<file path="src/rtl/prio_enc_pkg.sv">
// Shared widths and types for the 16-input priority encoder.
package prio_enc_pkg;
   localparam int N_IN  = 16;
   localparam int IDX_W = 4;
   typedef logic [IDX_W-1:0] idx_t;
endpackage

</file>
<file path="src/rtl/prio_enc4.sv">
// 4-input priority encoder: a[3] highest priority, y = 0 when nothing is set.
module prio_enc4 (
   input  logic [3:0] a,
   output logic [1:0] y,
   output logic       z
);
   always_comb begin
      y = 2'd0;
      z = |a;
      if (a[3])      y = 2'd3;
      else if (a[2]) y = 2'd2;
      else if (a[1]) y = 2'd1;
   end
endmodule

</file>
<file path="src/rtl/priority_encoder_top.sv">
// 16-input priority encoder built as two levels of 4-input encoders,
// with zero-latency outputs and a registered copy for clocked consumers.
module priority_encoder_top
   import prio_enc_pkg::*;
(
   input  logic            clk,
   input  logic            reset,
   input  logic [N_IN-1:0] W,
   output idx_t            Y,
   output logic            Z,
   output idx_t            Y_q,
   output logic            Z_q
);
   logic [1:0] grp_y [4];
   logic [3:0] grp_z;
   logic [1:0] grp_sel;
   idx_t       y_d;
   logic       z_d;

   for (genvar g = 0; g < 4; g++) begin : g_nibble
      prio_enc4 u_grp (
         .a (W[4*g +: 4]),
         .y (grp_y[g]),
         .z (grp_z[g])
      );
   end

   // Second level picks the highest non-empty nibble; its z is the global valid.
   prio_enc4 u_sel (
      .a (grp_z),
      .y (grp_sel),
      .z (Z)
   );

   assign Y = {grp_sel, grp_y[grp_sel]};

   always_comb begin
      y_d = Y;
      z_d = Z;
      if (reset) begin
         y_d = '0;
         z_d = 1'b0;
      end
   end

   always_ff @(posedge clk) begin
      Y_q <= y_d;
      Z_q <= z_d;
   end
endmodule

</file>
<file path="config.mk">
export PLATFORM = sky130hd
export DESIGN_NAME = priority_encoder_top
export DESIGN_NICKNAME = d
export VERILOG_FILES = /design/src/rtl/prio_enc_pkg.sv /design/src/rtl/prio_enc4.sv /design/src/rtl/priority_encoder_top.sv
export SDC_FILE = /design/constraint.sdc
export NUM_CORES = 1
export LEC_CHECK = 0
export ABC_CLOCK_PERIOD_IN_PS = 2300
export BUFFER_PORTS_ARGS = -buffer_cell sky130_fd_sc_hd__buf_2
export CORE_AREA = 2 2 39 41
export DETAILED_ROUTE_END_ITERATION = 6
export DIE_AREA = 0 0 41 43
export HOLD_SLACK_MARGIN = 0.03
export REMOVE_ABC_BUFFERS = 1
export SLEW_MARGIN = 10
export SYNTH_ARGS = -nofsm -noshare
export SYNTH_HDL_FRONTEND = slang
export SYNTH_SLANG_ARGS = --single-unit
</file>
<file path="constraint.sdc">
create_clock -name clk -period 2.3 [get_ports clk]
set_clock_uncertainty 0.05 [all_clocks]
set_input_delay 0.69 -clock clk [delete_from_list [all_inputs] [get_ports clk]]
set_output_delay 0.69 -clock clk [all_outputs]
set_load 0.005 [all_outputs]
</file>
# Yosys cells after proc, flatten, opt, wreduce, memory -nomap -nowiden
# Index checks and enable logic that the tools add are counted.
dict set report classes {
  addsub 0
  multipliers 0
  div_mod_pow 0
  order_cmp 1
  n_eq_ne 0
  n_shift 0
  mux 18
  bitwise 1
  n_reduce_logical 4
}
# operator n
set op_table {}
lappend op_table {{2-bit 2-to-1 mux} 12}
lappend op_table {{16-bit OR reduction} 1}
lappend op_table {{4-bit OR reduction} 3}
lappend op_table {{1-bit 2-to-1 mux} 5}
lappend op_table {{2-bit binary-select mux with 2-bit select} 1}
lappend op_table {{3-bit >= comparator, second input constant} 1}
lappend op_table {{2-bit inverter with 3-bit output} 1}
dict set report word_totals {
  ff_bits 5
  latchBits 0
  ram_bits 0
  rom_bits 0
  inputBits 18
  out_inout_bits 10
  mem_count 0
}

# Logic depth before layout (Yosys ltp)
# Gate-level depths: netlist (run 1).
dict set report depth {
  depth_word 8
  depth_mapped 5
  ltp_nobuf 5
}

# Cells and area by module
# A second synthesis (run 1) with hierarchy kept.
dict set report hier_totals {
  cells_unflattened 32
  hier_area_um2 310.3
}
# module n_inst cells_each area_each_um2 seq_area_each_um2
set modules_own_cells {}
lappend modules_own_cells {priority_encoder_top 1 12 191.4 100.1}
lappend modules_own_cells {prio_enc4 5 4 23.8 0.0}

# Worst setup path after synthesis (run 1)
# OpenSTA, ideal clock, no wires.
dict set report synth_path {
  path_type {in2out}
  startpoint {input port W[13]}
  endpoint {output port Y[1]}
  t_arrival_ns 1.624
  setup_slack_ns -0.064
  stages 5
  n_path_buf 0
  cell_sequence {nor4_4 > and2_1 > inv_2 > nor4_2 > a21oi_1}
}
dict set report synth_via {
  elab_chain_len 6
}
# element line_no
set synth_lines {}
lappend synth_lines {{from (decl)} priority_encoder_top.sv:8} ;# input logic [N_IN-1:0] W,
lappend synth_lines {{4-bit OR reduction} prio_enc4.sv:9} ;# z = |a;
lappend synth_lines {{2-bit 2-to-1 mux} prio_enc4.sv:10} ;# if (a[3]) y = 2'd3;
lappend synth_lines {{net Y[3]} priority_encoder_top.sv:9} ;# output idx_t Y,
lappend synth_lines {{2-bit inverter with 3-bit output (not written as such)} priority_encoder_top.sv:35} ;# assign Y = {grp_sel, grp_y[grp_sel]};
lappend synth_lines {{2-bit binary-select mux with 2-bit select} priority_encoder_top.sv:35}
lappend synth_lines {{2-bit 2-to-1 mux (not written as such) (2 in a row)} priority_encoder_top.sv:35}
lappend synth_lines {{to (decl)} priority_encoder_top.sv:9}
# The timed path passes the listed nets, and every way through them passes these cells. The select of a mux whose other input is x is not followed.

# Worst setup path in the final report (run 1)
dict set report layout_path {
  startpoint {input port W[4]}
  endpoint {output port Y[0]}
}
dict set report layout_via {
  elab_chain_len 8
}
# element line_no
set layout_lines {}
lappend layout_lines {{4-bit OR reduction} prio_enc4.sv:9}
lappend layout_lines {{1-bit 2-to-1 mux} prio_enc4.sv:12} ;# else if (a[1]) y = 2'd1;
lappend layout_lines {{2-bit 2-to-1 mux} prio_enc4.sv:11} ;# else if (a[2]) y = 2'd2;
lappend layout_lines {{2-bit 2-to-1 mux} prio_enc4.sv:10}
lappend layout_lines {{2-bit inverter with 3-bit output (not written as such)} priority_encoder_top.sv:35}
lappend layout_lines {{2-bit binary-select mux with 2-bit select} priority_encoder_top.sv:35}
lappend layout_lines {{2-bit 2-to-1 mux (not written as such) (2 in a row)} priority_encoder_top.sv:35}
# No other way between the ends. The select of a mux whose other input is x is not followed.

==> impl_metrics.toml, run 1 <==
[die]
die_h_microns = 43
dieArea_sq_mm = 0.001763
rows = 14
initial_core_util_pct = 23.42
io_pins = 28
core_area_sq_mm = 0.001384
die-width_microns = 41

[timing]
fmaxAchievable_mhz = 389.6
tns_ps = -823.6
period_needed_ps = 2567
rsz0062_at_grt = "yes"
report.final.slew_viol_count = 0
worst_slew_pin_slew_ps = 353.8
setup_violations = 4
timing.final.crit_share_pct = 111.6
hold_viol_final = 0
setup_ws_ps = -266.8
relSlewSlack_pct = 76.23

[run_status]
violations = "negative setup slack"
outcome = "finished, violations left"

[synthesis]
synthCells = 36
ys_warn_count = 0
ys_types = 20
synth.top_cell.area_share_pct = 30.89
ys_top_cells_by_area = "dfxtp_1, nor4_2, nor4_4, a21oi_1, nor2_1"
syn_area_sq_um = 324.1
ys_ff_latch = 5
syn_area_per_cell_sq_um = 9.002
synth_area_leader_cell = "dfxtp_1"
ys_seq_area_share_pct = 30.89

[setup_path]
path_class = "in -> out"
arrival_ps = 1830
path_cells = "buf_6, or4_4, o311ai_4, o211ai_2, buf_2"
critical_path.top_delay_family = "simple AND/OR/NAND/NOR gates"
slowest_delay_ps = 560
worst_path_max_delay_cell = "or4_4"
crit_required_ps = 1560
crit_fanout = 2
crit_buf_inv = 2
worstSetupStartpointType = "input pin"
cp-end-kind = "output port"

[flow_run]
cap_violations = 0

[placement]
post-place-ws_ps = -286.8
port_buffers = 27
gp_congestion = 0.6685
hpwl_microns = 779.9

[power_and_ir_drop]
p_switching_mw = 0.06742
power_mw = 0.2750
switching_share_pct = 24.52
comb_power_share_pct = 30.3
power_frac_clock_pct = 35.7
pwr-share-seq_pct = 34.0
p_leak_nw = 0.3674
power_density_mw_per_mm2 = 349.4
p_int_mw = 0.2075
vdd_drop_max_uv = 132.9

[clock_network]
h-tree-depth = 1
postCtsHoldBufs = 0
cts.path.max_buffers = 2
clkTransAtPathRegs_ps = 40
cts_tree = "built"
clockRootBuffer = "clkbuf_4"
clock-sinks = 5
numCtsBuffers = 3

[layout]
mostFrequentLayoutCells = "buf_4, buf_2, buf_6, dfxtp_1, nor2_1"
multi_input_area_sq_um = 256.5
fillerInstances = 125
mostFrequentLayoutCell = "buf_4"
final_core_util_pct = 56.87
regArea_sq_um = 100.1
n_antenna_cell = 0
synthToLayoutAreaGrowth_pct = 142.9
drive_above_1_share_pct = 72.53
fin_nets = 110

[grt]
grt.total_usage_pct = 13.79
overflow = 0
grt_max_degree = 6
grt_pass1_vias = 451
grt_pass1_wl_microns = 1690
antenna_found_initial = 0

[route]
drt_pass1_iterations = 4
wl_per_cell_microns = 9.617
drt-total-wl_microns = 1029
route.detailed.drc = 0
viasPerCell = 4.168
antenna_left = 0
drt_iter0_markers = 2
num_vias = 446

[worst_hold_path]
hold_path_class = "in -> reg"
-- power groups by stage --
stage | registers (mW) | clock network (mW) | logic (mW)
after floorplan | 0.0961 | 0 | 0.0174
after global placement | 0.0949 | 0 | 0.0648
after detailed placement | 0.0950 | 0 | 0.0656
after CTS | 0.0936 | 0.103 | 0.0828
after global routing | 0.0945 | 0.104 | 0.0920
final | 0.0935 | 0.0980 | 0.0834
-- through the flow --
step	hold slack (ps)	instances	area, sq um
after floorplan	704.3	36	324.1
after global placement	889.0	95	599.3
after detailed placement	891.1	95	599.3
after CTS	638.8	108	779.5
after global routing	651.1	107	787.0
final	652.0	107	787.0
-- synth_stat cells --
library cell and instances:
a211oi_1 1, a21oi_1 4, and2_1 1, dfxtp_1 5
inv_1 2, inv_2 1, nand2_1 2, nand4b_1 1
nor2_1 5, nor2b_1 3, nor2b_4 1, nor3_1 1
nor4_2 2, nor4_4 1, o211ai_2 1, o21ai_0 1
o311ai_2 1, o31ai_1 1, or2b_1 1, or4_4 1
-- layout make-up --
cell class,instances,share of cell area [%]
clock buffers,4,3.339
inverters,3,1.749
multi-input cells,28,32.59
flip-flops and latches,5,12.72
well taps,16,2.544
repair buffers,51,47.06
-- final timing paths --
kind / depth (start not counted) / endpoint / slack [ps] / from
worst max-delay path: 5 / Y[0] / -270 / W[4]
worst min-delay path: 2 / Y_q[2] / 650 / reset
-- flip-flops by register name, indices dropped and copies added, names as in the netlist --
signal / cells
Z_q: 1
Y_q: 4
-- kinds of logic after synthesis --
logic type / count (synthesis) / share of synthesized area, %
AND/OR/NAND/NOR: 19 / 44.40
flip-flops: 5 / 30.89
AO/OA/AOI/OAI: 9 / 21.24
buffers and inverters: 3 / 3.475
-- what timing repair did --
action / 4_1_cts / 5_1_grt
gates cloned: 0 / 0
setup endpoints to repair: 5 / 6
buffers inserted: 9 / 3
gates resized for setup: 15 / 4
pin swaps: 4 / 4
-- routing by layer --
| metal | global-route usage [%] | up-vias | part of all wire (%) |
|---|---|---|---|
| met2 | 24.06 | 17 | 53 |
| met4 | 8.000 | 0 | 0 |
| met5 | 0 | - | 0 |
| met3 | 0 | 0 | 6.3 |
| li1 | - | 240 | - |
| met1 | 15.51 | 189 | 41 |
Note: power is estimated with default switching activity, not from simulation.
==> run 2: changes to the inputs <==
--- a/config.mk
+++ b/config.mk
@@ -15,4 +15,5 @@
 export SLEW_MARGIN = 10
 export SYNTH_ARGS = -nofsm -noshare
 export SYNTH_HDL_FRONTEND = slang
+export SYNTH_HIERARCHICAL = 1
 export SYNTH_SLANG_ARGS = --single-unit
==> impl_metrics.toml, run 2 <==
[synthesis]
ys_types = 8
ys_ff_latch = 5
ys_seq_area_share_pct = 32.26
synth_edf_count = 0
synth.top_cell.area_share_pct = 32.26
syn_area_per_cell_sq_um = 9.697
syn_area_sq_um = 310.3
async_reset_ff_share_pct = 0
netlist_top_cells_count = "a21o_1, dfxtp_1, inv_1, or2_1, or3_1"
synth_area_leader_cell = "dfxtp_1"
ys_top_cells_by_area = "dfxtp_1, mux4_2, a21o_1, or2_1, or3_1"
synthCells = 32
ys_warn_count = 6
ys.flop_type = "dfxtp_1"

[power_and_ir_drop]
p_leak_nw = 0.3247
power_frac_clock_pct = 39.1
power_mw = 0.2578
p_int_mw = 0.1999
power_density_mw_per_mm2 = 426.6
vdd_drop_max_uv = 106.4
p_switching_mw = 0.05787
comb_power_share_pct = 24.6
switching_share_pct = 22.45
pwr-share-seq_pct = 36.3

[route]
antenna_left = 0
wl_per_cell_microns = 9.133
drt_iter0_markers = 4
num_vias = 392
drt-total-wl_microns = 822
viasPerCell = 4.356
drt_pass1_iterations = 2
route.detailed.drc = 0

[worst_hold_path]
hold_path_class = "in -> reg"

[setup_path]
worst_path_max_delay_cell = "mux4_2"
cp-end-kind = "output port"
slowest_delay_ps = 540
path_class = "in -> out"
crit_buf_inv = 3
critical_path.top_delay_family = "simple AND/OR/NAND/NOR gates"
worstSetupStartpointType = "input pin"
crit_required_ps = 1560
crit_fanout = 3
path_cells = "buf_6, or2_1, or3_4, inv_2, a21o_1, mux4_2, buf_2"
arrival_ps = 2270

[die]
initial_core_util_pct = 22.42
rows = 14
core_area_sq_mm = 0.001384
dieArea_sq_mm = 0.001763
die_h_microns = 43
io_pins = 28
die-width_microns = 41

[layout]
n_antenna_cell = 0
synthToLayoutAreaGrowth_pct = 94.76
largest_register = "Y_q"
fin_nets = 93
regArea_sq_um = 100.1
reg.largest.list = "Y_q: 4 flops, Z_q: 1 flops"
largest_reg_flops = 4
fillerInstances = 142
layoutNonFillerInstCount = 90
drive_above_1_share_pct = 67.57
mostFrequentLayoutCells = "buf_2, buf_4, dfxtp_1, a21o_1"
mostFrequentLayoutCell = "buf_2"
multi_input_area_sq_um = 209.0

[timing]
fmaxAchievable_mhz = 332.0
report.final.slew_viol_count = 0
timing.final.crit_share_pct = 131.0
hold_viol_final = 0
relSlewSlack_pct = 89.72
worst_slew_pin_slew_ps = 154.2
period_needed_ps = 3012
setup_violations = 5
rsz0062_at_grt = "yes"
setup_ws_ps = -712.4

[placement]
dp_cells = 81
hpwl_microns = 687
port_buffers = 27
gp_congestion = 0.6534

[clock_network]
cts.path.max_buffers = 2
clockRootBuffer = "clkbuf_4"
cts_tree = "built"
postCtsHoldBufs = 0
clkTransAtPathRegs_ps = 40
numCtsBuffers = 3
h-tree-depth = 1
clock-sinks = 5

[flow_run]
cap_violations = 0

[grt]
grt_pass1_vias = 345
grt.total_usage_pct = 9.548
overflow = 0
antenna_found_initial = 0
grt_max_degree = 6
grt_pass1_wl_microns = 1117

[run_status]
outcome = "finished, violations left"
violations = "negative setup slack"
run 2: changes by cell type after synthesis, sizes merged, moves of 2 or more:
cell	previous run	this run
a21o	0	5
nor2	5	0
or2	0	5
or3	0	5
a21oi	4	0
nor4	3	0
inv	3	5
mux4	0	2
nand2	2	0
run 2: cells by family (layout without fill, tap and decap cells):
group	Yosys count	after routing	synth area share, %
AND/OR/NAND/NOR	15	15	35.08
multiplexers	2	2	14.52
AO/OA/AOI/OAI	5	5	12.10
flip-flops	5	5	32.26
buffers and inverters	5	47	6.049
run 2: final cells by class:
cell class                      instances  area share, %
Clock buffer                            4          4.348
Inverter                                5          3.106
Multi-Input combinational cell         22          34.58
Sequential cell                         5          16.56
Tap cell                               16          3.313
Timing Repair Buffer                   38          38.10
run 2: repair_timing:
item                                    in CTS  in global routing
resized for setup                            2                  5
pin swaps                                    1                  3
setup buffers                                3                  2
endpoints found under the setup margin       5                  5
run 2: per-stage QoR:
step / setup slack, ps / hold WS (ps) / TNS [ps] / utilization [%] / instance area [sq um]
floorplan: -431.7 / 704.3 / -1147 / - / 310.3
global placement: -674.5 / 910.8 / -2697 / 36.89 / 510.5
detailed placement: -712.8 / 912.3 / -2879 / 36.89 / 510.5
CTS: -695.7 / 657.2 / -2586 / 41.23 / 570.5
global route: -770.3 / 660.3 / -3183 / 43.67 / 604.3
finish: -712.4 / 662.9 / -2933 / 43.67 / 604.3
run 2: power groups by stage:
stage                     logic [mW]  registers, mW  clock network, mW
final                         0.0633         0.0936              0.101
after global routing          0.0699         0.0940              0.112
after CTS                     0.0608         0.0937              0.104
after detailed placement      0.0554         0.0951                  0
after global placement        0.0542         0.0950                  0
after floorplan               0.0207         0.0963                  0
run 2: layer usage:
metal	routed length, microns	global-route usage [%]
met5	0	0
met4	17	8.000
met3	95	1.571
met2	441	17.81
met1	267	7.419
run 2: worst paths after layout:
kind | from | endpoint | slack (ps) | cells past startpoint
hold / removal | reset | Y_q[0] | 660 | 2
setup / recovery | W[11] | Y[0] | -710 | 7
